## src/rtl/disp_pkg.sv

```systemverilog
// rtl/disp_pkg.sv - shared types and segment tables for the sum display driver
package disp_pkg;

    typedef enum logic {
        IDLE    = 1'b0,
        CONVERT = 1'b1
    } disp_state_e;

    localparam int N_DIGITS = 4;
    localparam int BIN_W    = 5;

    localparam logic [6:0] SEG_BLANK = 7'h7F;

    // Active-low gfedcba patterns; element [d] lights digit d.
    localparam logic [9:0][6:0] SEG_TABLE = {
        7'h10, 7'h00, 7'h78, 7'h02, 7'h12,
        7'h19, 7'h30, 7'h24, 7'h79, 7'h40
    };

endpackage

```

## src/rtl/seg7_decoder.sv

```systemverilog
// rtl/seg7_decoder.sv - BCD digit to active-low 7-segment pattern
module seg7_decoder
    import disp_pkg::*;
(
    input  logic [3:0] digit,
    input  logic       blank,
    output logic [6:0] seg_n
);

    // Codes above 9 cannot come out of the converter; they fall back to blank.
    always_comb begin
        seg_n = SEG_BLANK;
        if (!blank && (digit <= 4'd9)) begin
            seg_n = SEG_TABLE[digit];
        end
    end

endmodule

```

## src/rtl/sum_display_driver.sv

```systemverilog
// rtl/sum_display_driver.sv - adder result to BCD and multiplexed 7-segment scan
module sum_display_driver
    import disp_pkg::*;
#(
    parameter int  REFRESH_DIV    = 100000,
    parameter bit  SEG_ACTIVE_LOW = 1'b1,
    parameter bit  AN_ACTIVE_LOW  = 1'b1,
    localparam int CNT_W          = $clog2(REFRESH_DIV)
) (
    input  logic                clk,
    input  logic                rst_n,
    input  logic                sum_valid,
    output logic                sum_ready,
    input  logic [3:0]          sum,
    input  logic                carry,
    output logic [6:0]          seg,
    output logic                dp,
    output logic [N_DIGITS-1:0] an,
    output logic                conv_done
);

    disp_state_e state, state_nxt;

    logic [12:0]                   shreg, shreg_nxt;
    logic [2:0]                    step;
    logic                          pend_carry;
    logic [3:0]                    disp_tens, disp_units;
    logic                          disp_carry;
    logic [CNT_W-1:0]              refresh_cnt;
    logic [$clog2(N_DIGITS)-1:0]   digit_idx;
    logic [3:0]                    cur_digit;
    logic                          cur_blank, cur_dp;
    logic [6:0]                    seg_n;
    logic [N_DIGITS-1:0]           an_onehot;
    logic                          take, last_step;

    assign take      = sum_valid && sum_ready;
    assign last_step = (state == CONVERT) && (step == 3'(BIN_W - 1));

    always_ff @(posedge clk or negedge rst_n) begin
        if (!rst_n) state <= IDLE;
        else        state <= state_nxt;
    end

    always_comb begin
        state_nxt = state;
        case (state)
            IDLE:    if (sum_valid) state_nxt = CONVERT;
            CONVERT: if (last_step) state_nxt = IDLE;
            default: state_nxt = IDLE;
        endcase
    end

    always_comb begin
        sum_ready = (state == IDLE);
    end

    // One double-dabble step: correct each BCD nibble, then shift.
    always_comb begin
        logic [12:0] adj;
        adj = shreg;
        if (adj[8:5]  >= 4'd5) adj[8:5]  = adj[8:5]  + 4'd3;
        if (adj[12:9] >= 4'd5) adj[12:9] = adj[12:9] + 4'd3;
        shreg_nxt = {adj[11:0], 1'b0};
    end

    // Display registers only change on the final step so a scan never sees partial digits.
    always_ff @(posedge clk or negedge rst_n) begin
        if (!rst_n) begin
            shreg      <= '0;
            step       <= '0;
            pend_carry <= 1'b0;
            disp_tens  <= '0;
            disp_units <= '0;
            disp_carry <= 1'b0;
            conv_done  <= 1'b0;
        end else begin
            conv_done <= 1'b0;
            if (take) begin
                shreg      <= {8'd0, carry, sum};
                step       <= '0;
                pend_carry <= carry;
            end else if (state == CONVERT) begin
                shreg <= shreg_nxt;
                step  <= step + 3'd1;
                if (last_step) begin
                    disp_tens  <= shreg_nxt[12:9];
                    disp_units <= shreg_nxt[8:5];
                    disp_carry <= pend_carry;
                    conv_done  <= 1'b1;
                end
            end
        end
    end

    always_ff @(posedge clk or negedge rst_n) begin
        if (!rst_n) begin
            refresh_cnt <= '0;
            digit_idx   <= '0;
        end else if (refresh_cnt == CNT_W'(REFRESH_DIV - 1)) begin
            refresh_cnt <= '0;
            digit_idx   <= digit_idx + 1'b1;
        end else begin
            refresh_cnt <= refresh_cnt + 1'b1;
        end
    end

    // Slot 1 blanks a leading zero; slots 2 and 3 are always dark but still scanned.
    always_comb begin
        cur_digit = 4'd0;
        cur_blank = 1'b1;
        cur_dp    = 1'b0;
        case (digit_idx)
            2'd0: begin
                cur_digit = disp_units;
                cur_blank = 1'b0;
                cur_dp    = disp_carry;
            end
            2'd1: begin
                cur_digit = disp_tens;
                cur_blank = (disp_tens == 4'd0);
            end
            default: ;
        endcase
    end

    seg7_decoder u_seg7_decoder (
        .digit (cur_digit),
        .blank (cur_blank),
        .seg_n (seg_n)
    );

    assign an_onehot = N_DIGITS'(1) << digit_idx;

    always_ff @(posedge clk or negedge rst_n) begin
        if (!rst_n) begin
            seg <= {7{SEG_ACTIVE_LOW}};
            dp  <= SEG_ACTIVE_LOW;
            an  <= {N_DIGITS{AN_ACTIVE_LOW}};
        end else begin
            seg <= SEG_ACTIVE_LOW ? seg_n   : ~seg_n;
            dp  <= SEG_ACTIVE_LOW ? ~cur_dp : cur_dp;
            an  <= AN_ACTIVE_LOW  ? ~an_onehot : an_onehot;
        end
    end

endmodule

```

## config.mk

```make
export PLATFORM = sky130hd
export DESIGN_NAME = sum_display_driver
export DESIGN_NICKNAME = d
export VERILOG_FILES = /design/src/rtl/disp_pkg.sv /design/src/rtl/seg7_decoder.sv /design/src/rtl/sum_display_driver.sv
export SDC_FILE = /design/constraint.sdc
export NUM_CORES = 1
export LEC_CHECK = 0
export BUFFER_PORTS_ARGS = -buffer_cell sky130_fd_sc_hd__buf_4
export CORE_MARGIN = 2
export CORE_UTILIZATION = 40
export DETAILED_ROUTE_END_ITERATION = 10
export PLACE_DENSITY = 0.65
export SLEW_MARGIN = 10
export SYNTH_ARGS = -nofsm -noshare
export SYNTH_HDL_FRONTEND = slang
export SYNTH_SLANG_ARGS = --single-unit
```

## constraint.sdc

```tcl
create_clock -name clk -period 4.7 [get_ports clk]
set_clock_uncertainty 0.1 [all_clocks]
set_input_delay 0.705 -clock clk [delete_from_list [all_inputs] [get_ports clk]]
set_output_delay 0.705 -clock clk [all_outputs]
set_load 0.1 [all_outputs]
```

==> results of run 1 <==
-- layer usage --
metal | global-route usage, % | wire (um) | vias to the layer above
li1 | - | - | 919
met1 | 18.59 | 2404 | 877
met2 | 20.66 | 1951 | 35
met3 | 4.713 | 185 | 8
met4 | 7.851 | 107 | 0
met5 | 0 | 0 | -
-- through the flow --
step           util (%)  total power (uW)  worst slack, ns  cell area [um2]  hold slack (ns)
6_report          47.91              2065            2.155             3273           0.3226
3_5_place_dp      44.74              1582            2.338             3057           0.3256
5_1_grt           47.91              2214            1.947             3273           0.3750
3_3_place_gp      44.74              1566            2.415             3057           0.3245
2_1_floorplan         -              1419            2.548             2830           0.2716
4_1_cts           47.91              2094            2.109             3273           0.3451
-- placed cells by master, fill, tap and decap left out, types with 6 or more instances in the layout --
cell,Yosys,layout
xor2_1,6,6
buf_4,1,21
nand4_1,6,6
mux2_2,6,6
nand2_1,19,19
a21oi_1,8,8
nor2_1,15,15
xnor2_1,11,11
nand3_1,8,8
dfstp_2,12,12
dfrtp_1,47,47
mux2i_1,10,10
ha_1,17,17
inv_1,16,16
clkbuf_8,0,9
o21ai_0,22,22
-- logic make-up (layout without fill, tap and decap cells) --
kind of cell | count (synthesis) | in the layout | share of synthesized area (%)
mux | 16 | 16 | 5.924
simple gates | 71 | 71 | 14.10
compound gates | 46 | 46 | 10.43
xor+xnor | 17 | 17 | 5.261
flops | 59 | 59 | 52.70
buf+inv | 27 | 54 | 4.067
fa+ha+maj | 17 | 17 | 7.515
-- critical path, cell delays in order (launching register included) --
cell,delay [ns]
dfrtp_1,0.80
inv_1,0.28
buf_4,0.31
-- path summary, 6_finish.rpt --
path	to	slack (ns)	cells past startpoint
worst max-delay path	sum_ready	2.16	2
worst min-delay path	shreg[12]$_DFFE_PN0P_	0.32	1
worst max register to register	seg[0]$_DFF_PN1_	2.36	7
worst min register to register	dp$_DFF_PN1_	0.34	1
max in group asynchronous	refresh_cnt[8]$_DFF_PN0_	3.71	1
min in group clk	dp$_DFF_PN1_	0.34	1
-- power breakdown --
part / internal [uW] / switching (uW)
logic: 269 / 532
registers: 666 / 97.5
clock network: 296 / 204
total: 1230 / 834
-- sequential cells by signal, indices dropped and copies added, names as in the netlist --
signal and cells:
refresh_cnt 17, shreg 13, seg 7, an 4, disp_tens 4, disp_units 4
step 3, digit_idx 2, conv_done 1, disp_carry 1, dp 1, pend_carry 1
state 1
-- final cells by class --
cell class	count	area, um2
Fill cell	654	3558
Sequential cell	59	1491
Multi-Input combinational cell	167	1224
Timing Repair Buffer	21	157.7
Clock buffer	9	123.9
Tap cell	96	120.1
Clock inverter	7	92.59
Inverter	17	63.81
==> run metrics, run 1 <==
status=finished, final reports clean; Syn Nets=278; max cap viols=0; largest net degree at the start of global routing=60; dpl cells=360; first-pass GRT wire length=between 8000 and 9000 um; mean area per synthesized cell=around 11 um2; via density per instance=between 4 and 5; most frequent cell after synthesis=dfrtp_1; initial antenna violation count=0; Layout Nets=300; grt ovf=0; Syn Inst Count=around 250; DRT antenna net count=0; Max Buffers Root-to-Sink=2; Req. time, crit path=~4 ns; number of CTS-inserted buffers=9; post-synth top area share=just over 40%; CP Capture Type=output port; top cells by area, synth=dfrtp_1, dfstp_2, ha_1; Crit Path Class=reg2out; DRT Wirelength=around 4600 um; commonest cells in the netlist=dfrtp_1, o21ai_0, nand2_1; Synth Cell Area=approximately 0.0028 mm2; final setup vio count=0; TritonCTS clock tree=yes; Synth area leader=dfrtp_1; Vias=roughly 1800; post-layout min period=about 2.5 ns; Hold WC Path Type=in2async; io pins=22; CTS root buffer=clkbuf_8; CP Launch Point=state$_DFF_PN0_; antenna cell count=0; fraction of layout cells with a size suffix above 1=approximately 22%; predominant post-synthesis flop cell=dfrtp_1; Clock Sinks=59; Final Cycle Share=a little over half; worst rel slew slack=between 50% and 60%; Slew @ Worst Pin=a little over 0.7 ns; LEAKAGE=0.001517 uW; Chip Width=approximately 88 um; GPL Wtd Cong=0.7650; core area=~0.007 mm2; clock transition at the registers of the reported paths=approximately 0.070 ns; wire per inst=around 12 um; CP Launch Type=register; Iter 0 DRT Violations=70; r2r startpoint=digit_idx[1]$_DFFE_PN0N_; RSZ-0062 raised after global routing=false; max-slew violations=0; Die Ht=about 88 um; initial cell density of the core=approximately two fifths; htree depth=3; Post-CTS Resized=0; maximum vdd drop=roughly 0.26 mV; synthesis-to-layout area growth=15.65%; Pwr per Cell Area=approximately 630 mW/mm2; critical path data arrival time=about 1.7 ns; Pre-antenna DRT Iters=4; Async SR Flop Fraction=100.0%; Core Rows=30; Post-CTS Setup Repair Bufs=0; Cell variety after synth=41; die area=between 0.007 and 0.008 mm2; Final Non-Filler Cells=roughly 380; Synth Warn #=0; cts hold-fix bufs=0; hpwl dp=approximately 3200 um; post-route setup TNS=0 ns; vias in the first global route=1790; PortBufs=21; worst skew pair latency=between 0.3 and 0.4 ns; global router's overall resource usage=about 14%; Highest Clock Rate=392.9 MHz; register bit count reported by yosys=between 50 and 60; Seq/Total Area, Yosys=between 50% and 60%; Final Hold Violating Endpoints=0; Post-synth EDFFs=0; CP max FO=26; DRC=0
Note: power is estimated with default switching activity, not from simulation.
==> inputs of run 2 (changes only) <==
clock period = 2.4 ns   (was 4.7 ns; I/O delays follow)
==> run metrics, run 2 (same netlist as run 1, synthesis figures left out) <==
Hold WC Path Type=in2reg; reg2reg end=seg[0]$_DFF_PN1_; vias in the first global route=approximately 1800; status=finished, final reports clean; via density per instance=between 4 and 5; final setup vio count=0; largest registers=refresh_cnt (17), shreg (13), seg (7); htree depth=3; most common cell after layout, fill and taps aside=dfrtp_1; Max Buffers Root-to-Sink=2; Req. time, crit path=2.55 ns; fin util=roughly half; max cap viols=0; TritonCTS clock tree=yes; CTS root buffer=clkbuf_8; hold slack=about 0.17 ns; delay-heaviest family, CP=compound AO/OA/AOI/OAI gates; LEAKAGE=between 0.0015 and 0.002 uW; Highest Clock Rate=between 400 and 500 MHz; Core Rows=30; r2r startpoint=digit_idx[0]$_DFFE_PN0N_; io pins=22; Slew @ Worst Pin=around 0.73 ns; met2 Track Usage GR=21.49%; Pre-antenna DRT Iters=4; worst rel slew slack=51.07%; Layout Nets=~300; CP Capture Type=register; Post-CTS Setup Repair Bufs=0; PortBufs=21; hold depth=3; HP Start=sum[0]; antenna cell count=0; maximum vdd drop=between 0.4 and 0.5 mV; Worst R2R Setup Slack=approximately 0.30 ns; critical path data arrival time=2.26 ns; initial antenna violation count=0; Die Ht=around 90 um; Worst R2R Path Depth=7; RSZ-0062 raised after global routing=false; core area=0.006832 mm2; grt ovf=0; worst skew pair latency=approximately 0.34 ns; Multi-input gate area=between 0.001 and 0.0015 mm2; number of CTS-inserted buffers=9; Vias=~1900; crit-path most repeated cell=ha_1; Final Cycle Share=slightly below 90%; largest net degree at the start of global routing=60; DRT antenna net count=0; CP cell instances=inv_1, ha_1, a22oi_1, ha_1, o21ai_1, a221oi_4, o21ai_0; M1 GR Usage=between 20% and 30%; fraction of layout cells with a size suffix above 1=between 20% and 30%; Pwr per Cell Area=1238 mW/mm2; DRC=0; met3 usage=4.053%; layer with the highest usage=met2; post-layout min period=between 2 and 2.5 ns; Iter 0 DRT Violations=110; wire per inst=13.13 um; CP max FO=7; DRT Wirelength=a little over 5000 um; hold endpoint=shreg[0]$_DFFE_PN0P_; Slowest cell on crit path=dfrtp_1; synthesis-to-layout area growth=18.79%; Final Hold Violating Endpoints=0; clock transition at the registers of the reported paths=~0.08 ns; Chip Width=around 88 um; CP Buf/Inv Count=1; Largest register FFs=17; Most flops, register=refresh_cnt; die area=slightly below 0.008 mm2; CP Launch Type=register; hpwl dp=between 3000 and 4000 um; initial cell density of the core=41.43%; post-route setup TNS=0 ns; max-slew violations=0; most frequent cells in the layout=dfrtp_1, buf_4, o21ai_0; FF+latch area=~0.0015 mm2; GPL Wtd Cong=between 0.8 and 0.9; global router's overall resource usage=14.97%; first-pass GRT wire length=just under 9000 um; Clock Sinks=59; Crit Path Class=reg2reg; slowest stage delay, CP=0.38 ns; Fill cells=646
## run 2: routing by layer
layer  vias up  routed length (um)  part of all wire [%]
met1       916                2437                    48
li1        927                   -                     -
met2        33                2323                    46
met3         8                 171                   3.4
met4         0                 107                   2.1
met5         -                   0                     0
## run 2: area by class of cell
type	count	share of cell area, %
sequential	59	44.36
inverter	17	1.898
clock inverter	6	2.642
multi-input combinational	167	36.88
tap	96	3.573
clock buffer	10	4.094
timing repair buffer	29	6.550
## run 2: what timing repair did
| action | CTS | global route |
|---|---|---|
| setup endpoints to repair | 0 | 7 |
| hold endpoints to repair | 3 | 0 |
| hold buffers | 1 | 0 |
| gates resized for setup | 0 | 2 |
## run 2: report_power, final
part | internal, uW | total [uW] | switching, uW
Combinational | 556 | 1640 | 1080
Sequential | 1300 | 1490 | 190
Clock | 612 | 1030 | 419
## run 2: stage by stage
stage | total power (uW) | instance area [um2] | instances | setup WS [ns]
after global routing | 4432 | 3362 | 384 | 0.04550
after CTS | 4180 | 3346 | 384 | 0.1188
final | 4161 | 3362 | 384 | 0.2955
after global placement | 3097 | 3109 | 367 | 0.2545
after floorplan | 2779 | 2830 | 253 | 0.2481
after detailed placement | 3143 | 3109 | 367 | 0.1152
## run 2: worst max path at each step
stage                             startpoint               end  slack, ns  cells past startpoint
global route        digit_idx[0]$_DFFE_PN0N_  seg[2]$_DFF_PN1_       0.05                      7
detailed placement  digit_idx[0]$_DFFE_PN0N_  seg[0]$_DFF_PN1_       0.12                      7
floorplan           digit_idx[0]$_DFFE_PN0N_  seg[0]$_DFF_PN1_       0.25                      8
CTS                 digit_idx[0]$_DFFE_PN0N_  seg[0]$_DFF_PN1_       0.12                      7
finish              digit_idx[0]$_DFFE_PN0N_  seg[0]$_DFF_PN1_       0.30                      7
global placement    digit_idx[0]$_DFFE_PN0N_  seg[2]$_DFF_PN1_       0.25                      7
## run 2: tightest hold or removal path, delay by kind of cell
family | cells | cell delay (ns)
buffers and inverters | 1 | 0.08
AND/OR/NAND/NOR | 1 | 0.08
multiplexers | 1 | 0.05
